==> config.mk <==
export PLATFORM = sky130hd
export DESIGN_NAME = parallel_mem_read_streamer
export DESIGN_NICKNAME = d
export VERILOG_FILES = /design/src/rtl/parallel_mem_read_streamer.sv
export SDC_FILE = /design/constraint.sdc
export NUM_CORES = 1
export LEC_CHECK = 0
export ABC_AREA = 0
export BUFFER_PORTS_ARGS = -buffer_cell sky130_fd_sc_hd__buf_2
export CORE_MARGIN = 2
export CORE_UTILIZATION = 52
export CTS_CLUSTER_SIZE = 12
export DETAILED_ROUTE_END_ITERATION = 8
export PLACE_DENSITY = 0.84
export SKIP_LAST_GASP = 1
export SLEW_MARGIN = 20
export SYNTH_ARGS = -nofsm -noshare
export SYNTH_HDL_FRONTEND = slang
export SYNTH_SLANG_ARGS = --single-unit
==> constraint.sdc <==
create_clock -name clk -period 2.65 [get_ports clk]
set_input_delay 0.53 -clock clk [delete_from_list [all_inputs] [get_ports clk]]
set_output_delay 0.53 -clock clk [all_outputs]
set_load 0.1 [all_outputs]
==> src/rtl/parallel_mem_read_streamer.sv <==
// Read-side sequencer for a bank of z simple dual-port memories with a registered read port B.
// A start command sweeps a contiguous, wrapping address range. Each cycle the same address goes
// to all z lanes, and the returned z-wide words leave as a valid/ready stream through a 4-entry
// FIFO. Issue is throttled so that words already in the FIFO plus reads still in flight never
// exceed the FIFO capacity. A downstream stall therefore cannot drop or repeat a read.
//
// Ports:
//   clk, reset          clock (rising edge), asynchronous active-low reset
//   start               command strobe, accepted only while idle
//   base_addr, count    first address and number of words, sampled with start
//   busy, done          command in progress / one-cycle completion pulse
//   mem_addressB        registered read address, one per lane (all lanes equal)
//   mem_data_outB       lane read data, valid the cycle after the address edge
//   out_data, out_valid, out_ready   output stream (payload is the FIFO head)
module parallel_mem_read_streamer #(
  parameter int unsigned z     = 2,
  parameter int unsigned depth = 16,
  parameter int unsigned width = 12,
  localparam int unsigned addrsize = (depth == 1) ? 1 : $clog2(depth)
) (
  input  logic                clk,
  input  logic                reset,
  input  logic                start,
  input  logic [addrsize-1:0] base_addr,
  input  logic [addrsize:0]   count,
  output logic                busy,
  output logic                done,
  output logic [addrsize-1:0] mem_addressB [z],
  input  logic [width-1:0]    mem_data_outB [z],
  output logic [width-1:0]    out_data [z],
  output logic                out_valid,
  input  logic                out_ready
);

  localparam logic [addrsize-1:0] AddrOne  = 1;
  localparam logic [addrsize-1:0] AddrLast = addrsize'(depth - 1);
  localparam logic [addrsize:0]   CntOne   = 1;

  typedef enum logic [1:0] {StIdle, StRun, StDrain} state_e;

  state_e              state_q, state_d;
  logic [addrsize-1:0] addr_q, addr_d;             // next address to issue
  logic [addrsize-1:0] issue_addr_q, issue_addr_d; // drives mem_addressB
  logic [addrsize:0]   remain_q, remain_d;         // reads still to issue
  logic                done_q, done_d;

  // iss1_q: address registered this cycle; iss2_q: its data is on mem_data_outB now.
  logic                iss1_q, iss2_q;
  logic                issue;

  logic [width-1:0]    fifo_mem_q [4][z];
  logic [1:0]          wr_ptr_q, rd_ptr_q;
  logic [2:0]          fifo_cnt_q;
  logic                push, pop;
  logic [3:0]          occ;
  logic                issue_ok;

  assign push      = iss2_q;
  assign out_valid = (fifo_cnt_q != 3'd0);
  assign pop       = out_valid & out_ready;
  assign busy      = (state_q != StIdle);
  assign done      = done_q;

  // Slots committed after this edge, excluding a new issue. A pop frees a slot this same edge.
  assign occ      = {1'b0, fifo_cnt_q} + {3'b0, iss1_q} + {3'b0, iss2_q} - {3'b0, pop};
  assign issue_ok = (occ < 4'd4);

  always_comb begin
    for (int j = 0; j < int'(z); j++) begin
      mem_addressB[j] = issue_addr_q;
      out_data[j]     = fifo_mem_q[rd_ptr_q][j];
    end
  end

  always_comb begin
    state_d      = state_q;
    addr_d       = addr_q;
    issue_addr_d = issue_addr_q;
    remain_d     = remain_q;
    done_d       = 1'b0;
    issue        = 1'b0;
    case (state_q)
      StIdle: begin
        if (start) begin
          if (count != '0) begin
            addr_d   = base_addr;
            remain_d = count;
            state_d  = StRun;
          end else begin
            done_d = 1'b1;
          end
        end
      end
      StRun: begin
        if (issue_ok) begin
          issue        = 1'b1;
          issue_addr_d = addr_q;
          addr_d       = (addr_q == AddrLast) ? '0 : addr_q + AddrOne;
          remain_d     = remain_q - CntOne;
          if (remain_q == CntOne) state_d = StDrain;
        end
      end
      StDrain: begin
        // Finish on the edge that empties the FIFO with nothing left in flight.
        if (!iss1_q && !iss2_q &&
            ((fifo_cnt_q == 3'd0) || ((fifo_cnt_q == 3'd1) && pop))) begin
          state_d = StIdle;
          done_d  = 1'b1;
        end
      end
      default: state_d = StIdle;
    endcase
  end

  always_ff @(posedge clk or negedge reset) begin
    if (!reset) begin
      state_q      <= StIdle;
      addr_q       <= '0;
      issue_addr_q <= '0;
      remain_q     <= '0;
      done_q       <= 1'b0;
      iss1_q       <= 1'b0;
      iss2_q       <= 1'b0;
    end else begin
      state_q      <= state_d;
      addr_q       <= addr_d;
      issue_addr_q <= issue_addr_d;
      remain_q     <= remain_d;
      done_q       <= done_d;
      iss1_q       <= issue;
      iss2_q       <= iss1_q;
    end
  end

  always_ff @(posedge clk or negedge reset) begin
    if (!reset) begin
      wr_ptr_q   <= '0;
      rd_ptr_q   <= '0;
      fifo_cnt_q <= '0;
      for (int i = 0; i < 4; i++) begin
        for (int j = 0; j < int'(z); j++) begin
          fifo_mem_q[i][j] <= '0;
        end
      end
    end else begin
      if (push) begin
        for (int j = 0; j < int'(z); j++) begin
          fifo_mem_q[wr_ptr_q][j] <= mem_data_outB[j];
        end
        wr_ptr_q <= wr_ptr_q + 2'd1;
      end
      if (pop) rd_ptr_q <= rd_ptr_q + 2'd1;
      case ({push, pop})
        2'b10:   fifo_cnt_q <= fifo_cnt_q + 3'd1;
        2'b01:   fifo_cnt_q <= fifo_cnt_q - 3'd1;
        default: fifo_cnt_q <= fifo_cnt_q;
      endcase
    end
  end

endmodule

# After elaboration in Yosys (flattened, before gate mapping)
# Cells that the tools add are included.
[word_totals] input_bits=37 register_bits=121 elab_cells=94 output_inout_bits=35
[classes] n_addsub=9 n_reduce_logical=17 eq_ne=12 n_mux=31 n_lt_le_gt_ge=4 n_bitwise=3
[ops] operator="bitwise mux 96 bit" n=2
[ops] operator="demux 24 bit (select 2 bit)" n=2
[ops] operator="two-way mux 24 bit" n=3
[ops] operator="binary-select mux 24 bit (select 2 bit)" n=1
[ops] operator="two-way mux 4 bit" n=4
[ops] operator="two-way mux 5 bit" n=3
[ops] operator="two-way mux 12 bit" n=1
[ops] operator="two-way mux 2 bit" n=5
[ops] operator="!= test 2 bit (second input constant)" n=5
[ops] operator="one-hot mux 5 bit (2 select lines)" n=1
[ops] operator="one-hot mux 4 bit (2 select lines)" n=1
[ops] operator="greater-or-equal comparator 3 bit (second input constant)" n=2
[ops] operator="NOT 2 -> 3 bit" n=2
[ops] operator="one-hot mux 2 bit (3 select lines)" n=1
[ops] operator="one-hot mux 3 bit (2 select lines)" n=1
[ops] operator="nonzero test 2 bit" n=3
[ops] operator="== test 5 x 1 -> 1 bit (second input constant)" n=1
[ops] operator="two-way mux 1 bit" n=5
[ops] operator="AND reduction 5 bit" n=1
[ops] operator="nonzero test 5 bit" n=1
[ops] operator="subtractor 5 x 1 -> 5 bit (second input constant)" n=1
[ops] operator="adder 2 x 1 -> 2 bit (second input constant)" n=2
[ops] operator="adder 3 x 1 -> 4 bit" n=1
[ops] operator="adder 4 x 1 -> 4 bit" n=1
[ops] operator="other kinds (20)" n=26

# Logic depth before layout (Yosys ltp)
[logic_depth] ltp_word=7 ltp_mapped=11 depth_no_buf=11

# Worst setup path after synthesis
# Ideal clock, no wire load.
[synth_path] kind="reg2reg" startpoint="reg fifo_cnt_q[0]" endpoint="reg addr_q[0]" stages_incl_launch_ff=12 setup_slack_ps=-998 period_less_slack_ps=3648 required_time_ps=2525 path_buffers=0 arrival_time_ps=3524 setup_ps=125 path_cell_list="dfrtp_1 inv_1 ha_1 nand2b_1 nand2_1 xor2_1 inv_1 ha_1 a211oi_4 o211ai_4 a21oi_4 mux2_2"
[synth_between] elab_chain_len=6 elab_cells_between_ends=8 classes_between="add/sub: 3; order compare: 1; eq/ne: 1; bitwise: 1; reduce/logical: 2"
[synth_rtl] element="start: declaration" line_no="53" rtl="logic [2:0] fifo_cnt_q;"
[synth_rtl] element="start signal: assignment" line_no="154" rtl="2'b10: fifo_cnt_q <= fifo_cnt_q + 3'd1;"
[synth_rtl] element="start signal: assignment" line_no="155" rtl="2'b01: fifo_cnt_q <= fifo_cnt_q - 3'd1;"
[synth_rtl] element="start signal: assignment" line_no="156" rtl="default: fifo_cnt_q <= fifo_cnt_q;"
[synth_rtl] element="nonzero test 3 bit" line_no="59" rtl="assign out_valid = (fifo_cnt_q != 3'd0);"
[synth_rtl] element="net out_valid" line_no="31" rtl="output logic out_valid,"
[synth_rtl] element="bitwise AND 1 bit" line_no="60" rtl="assign pop = out_valid & out_ready;"
[synth_rtl] element="subtractor 4 x 1 -> 4 bit" line_no="65" rtl="assign occ = {1'b0, fifo_cnt_q} + {3'b0, iss1_q} + {3'b0, iss2_q} - {3'b0, pop};"
[synth_rtl] element="less-than comparator 4 x 3 -> 1 bit" line_no="66" rtl="assign issue_ok = (occ < 4'd4);"
[synth_rtl] element="!= test 2 bit (no line)"
[synth_rtl] element="AND reduction 4 bit (no line)"
[synth_rtl] element="end signal: assignment" line_no="126" rtl="addr_q <= addr_d;"
[synth_rtl] element="end: declaration" line_no="42" rtl="logic [addrsize-1:0] addr_q, addr_d;"
# The timed path passes the listed nets, and every way through them passes these cells.
# A chain may end at the register's enable or synchronous reset.

# Worst setup path after layout
[layout_path] startpoint="reg fifo_cnt_q[1]" endpoint="reg addr_q[0]"
[layout_between] elab_chain_len=6 elab_cells_between_ends=8 classes_between="add/sub: 3; order compare: 1; eq/ne: 1; bitwise: 1; reduce/logical: 2"
[layout_rtl] element="adder 3 x 1 -> 4 bit / nonzero test 3 bit (equally long branches)" line_no="65, 59"
[layout_rtl] element="adder 4 x 1 -> 4 bit / bitwise AND 1 bit (equally long branches)" line_no="65, 60"
[layout_rtl] element="subtractor 4 x 1 -> 4 bit (*)" line_no="65"
[layout_rtl] element="less-than comparator 4 x 3 -> 1 bit (*)" line_no="66"
[layout_rtl] element="!= test 2 bit (no line) (*)"
[layout_rtl] element="AND reduction 4 bit (no line) (*)"
# Every way passes the cells marked *; elsewhere a longest branch is shown, timed or not.

==> results.json <==
{
  "status": "complete, no violations",
  "drc_errors": 0,
  "end_kind": "flop",
  "synth_seq_area_share_pct": 52.6,
  "num-nets-final": 527,
  "drive_above_1_share_pct": 54.9,
  "clk_pin_slew_worst_paths_ns": 0.05,
  "crit_fanout": 6,
  "seqCellArea_mm2": 0.00303,
  "synth_ff_type": "dfrtp_1",
  "ios": 72,
  "min_period_ns": 2.57,
  "clockBufferDepth": 2,
  "r2r_slack_ns": 0.08,
  "pre_cts_ws_ns": 0.00176,
  "die_x_um": 109,
  "layout_setup_ws_ns": 0.0792,
  "cts_buffers": 17,
  "hold_viol": 0,
  "first_pass_iters": 4,
  "slew_headroom_pct": 58.3,
  "rr_startpoint": "fifo_cnt_q[1]",
  "row_count": 38,
  "grt_pass1_vias": 3876,
  "via_count": 3604,
  "tightestPinTransition_ns": 0.625,
  "die_area_mm2": 0.0119,
  "yosysUniqueCellTypes": 51,
  "required_ns": 3.04,
  "cp.arrival_ns": 2.96,
  "die_h_um": 109,
  "portBuffers": 71,
  "core_area_mm2": 0.0108,
  "numClockSinks": 121,
  "ys_ff_latch": 121,
  "wl_per_cell_um": 18.5,
  "netlist_area_mm2": 0.00576,
  "fmax_ghz": 0.389,
  "wirelength_um": 11700,
  "startpoint": "fifo_cnt_q[1]",
  "cts_root_buffer": "clkbuf_8",
  "slew_viol_final": 0,
  "multiInputGateArea_mm2": 0.00264,
  "drt_iter0_drc": 153,
  "gp_congestion": 0.875,
  "synth_area_leaders": "dfrtp_1 53%, mux2_2 20%, mux4_2 9.4%, ha_1 3.0%, buf_2 1.2%",
  "avgSynthCellArea_um2": 14.8,
  "routed_via_density": 5.73,
  "yosys_warnings": 0,
  "ff2ff_path_depth": 12,
  "setup_viol": 0,
  "synth_largest_area_cell": "dfrtp_1",
  "maxCapViolations": 0,
  "fin_skew_ns": 0.0115,
  "fin_crit_sh_pct": 97.0,
  "grt_use_total_pct": 21.9,
  "startpoint_type": "flop",
  "async_flop_share_pct": 100,
  "synth_top_area_share_pct": 52.6,
  "area_growth_pct": 28.4,
  "final_cell_mix": "119 x dfrtp_1, 97 x mux2_2, 46 x buf_2, 30 x buf_12, 24 x mux4_2",
  "critPathKind": "flop to flop",
  "worst_skew_pair.late_latency_ns": 0.51,
  "grt_pass1_wl_um": 19400,
  "hp-class": "primary input to asynchronous set/reset pin",
  "syn-num-nets": 441,
  "dp_hpwl_um": 7950,
  "antenna_found_initial": 1,
  "cts_htree_levels": 4,
  "syn_inst": 390,
  "grt_overflow": 0,
  "ctsHoldBuffers": 0,
  "tritoncts": "done",
  "ant_nets": 0,
  "grt_max_degree": 50,
  "initial_core_util_pct": 53.1,
  "synth_edf_count": 0,
  "worstReg2RegEnd": "addr_q[0]",
  "final_common_cell": "dfrtp_1",
  "num-fill-cells": 710
}
## logic make-up (layout without fill, tap and decap cells)
group / after synthesis / count (layout) / share of synthesized area (%)
adders and majority gates: 14 / 14 / 3.04
muxes: 130 / 130 / 30.3
buffers and inverters: 38 / 136 / 3.04
AOI/OAI and AO/OA: 39 / 39 / 6.00
and+or+nand+nor: 41 / 41 / 3.80
DFF: 121 / 121 / 52.6
other: 0 / 1 / 0
xor gates and xnor gates: 7 / 7 / 1.20
## worst max-delay path by stage
stage / end / slack [ns]
final: addr_q[0] / 0.08
after detailed placement: issue_addr_q[3] / 0.002
after global routing: addr_q[1] / -0.004
after global placement: issue_addr_q[1] / 0.12
after floorplan: addr_q[0] / -0.08
after CTS: addr_q[0] / 0.005
## timing repair
| action | in CTS | in global routing |
|---|---|---|
| endpoints found under the hold margin | 0 | 0 |
| resized for setup | 2 | 1 |
| pin swaps | 2 | 1 |
| setup buffers | 3 | 1 |
| setup endpoints to repair | 4 | 11 |
## sequential cells by signal, summed over array words and instances, names as in the netlist
signal,cells
state_q,2
issue_addr_q,4
wr_ptr_q,2
addr_q,4
done,1
fifo_cnt_q,3
iss1_q,1
iss2_q,1
rd_ptr_q,2
remain_q,5
fifo_mem_q,96
## cell type report
type / instances / share of cell area [%]
Clock inverter: 10 / 1.73
Inverter: 15 / 0.762
Tap cell: 140 / 2.37
Sequential cell: 121 / 41.0
Timing Repair Buffer: 90 / 12.7
Antenna cell: 1 / 0.0338
Multi-Input combinational cell: 231 / 35.7
Clock buffer: 21 / 5.80
## worst max-delay path, cell delays in order (launching register included)
cell	delay, ns
dfrtp_1	0.39
inv_2	0.09
ha_4	0.15
nand2b_4	0.08
nand2_8	0.09
xor2_4	0.16
inv_2	0.06
ha_4	0.27
a211oi_4	0.06
buf_4	0.16
o31a_4	0.38
a21oi_4	0.22
mux2_4	0.32
## through the flow
step                cell area [um2]  util, %  hold slack (ns)  TNS [ns]  cells
finish                         7390     68.2           0.0254         0    629
global placement               6780     62.6            0.464         0    593
CTS                            7380     68.1           0.0303         0    627
global route                   7390     68.2           0.0538  -0.00889    628
floorplan                      5820        -            0.234    -0.536    390
detailed placement             6780     62.6            0.469         0    593
## routing by layer
layer / track usage, % / part of all wire [%]
met1: 27.3 / 41
met2: 36.7 / 52
met3: 7.47 / 6.0
met4: 5.88 / 0.77
met5: 0 / 0
## synthesized netlist by cell type (3+ instances only)
| library cell | number |
|---|---|
| nor2b_1 | 3 |
| buf_4 | 4 |
| mux2_2 | 100 |
| xnor2_1 | 4 |
| o21ai_0 | 7 |
| dfrtp_1 | 121 |
| nor2_1 | 5 |
| a31oi_1 | 5 |
| nand2_1 | 11 |
| clkbuf_1 | 5 |
| nor4_1 | 4 |
| ha_1 | 14 |
| mux2_4 | 4 |
| nand2b_1 | 3 |
| mux4_2 | 24 |
| inv_1 | 15 |
| nand3_1 | 4 |
| a21oi_1 | 4 |
| buf_2 | 14 |
Power is left out: the tool's default activity adds up to more than one toggle a clock period on the data nets, which glitch-free logic cannot reach.
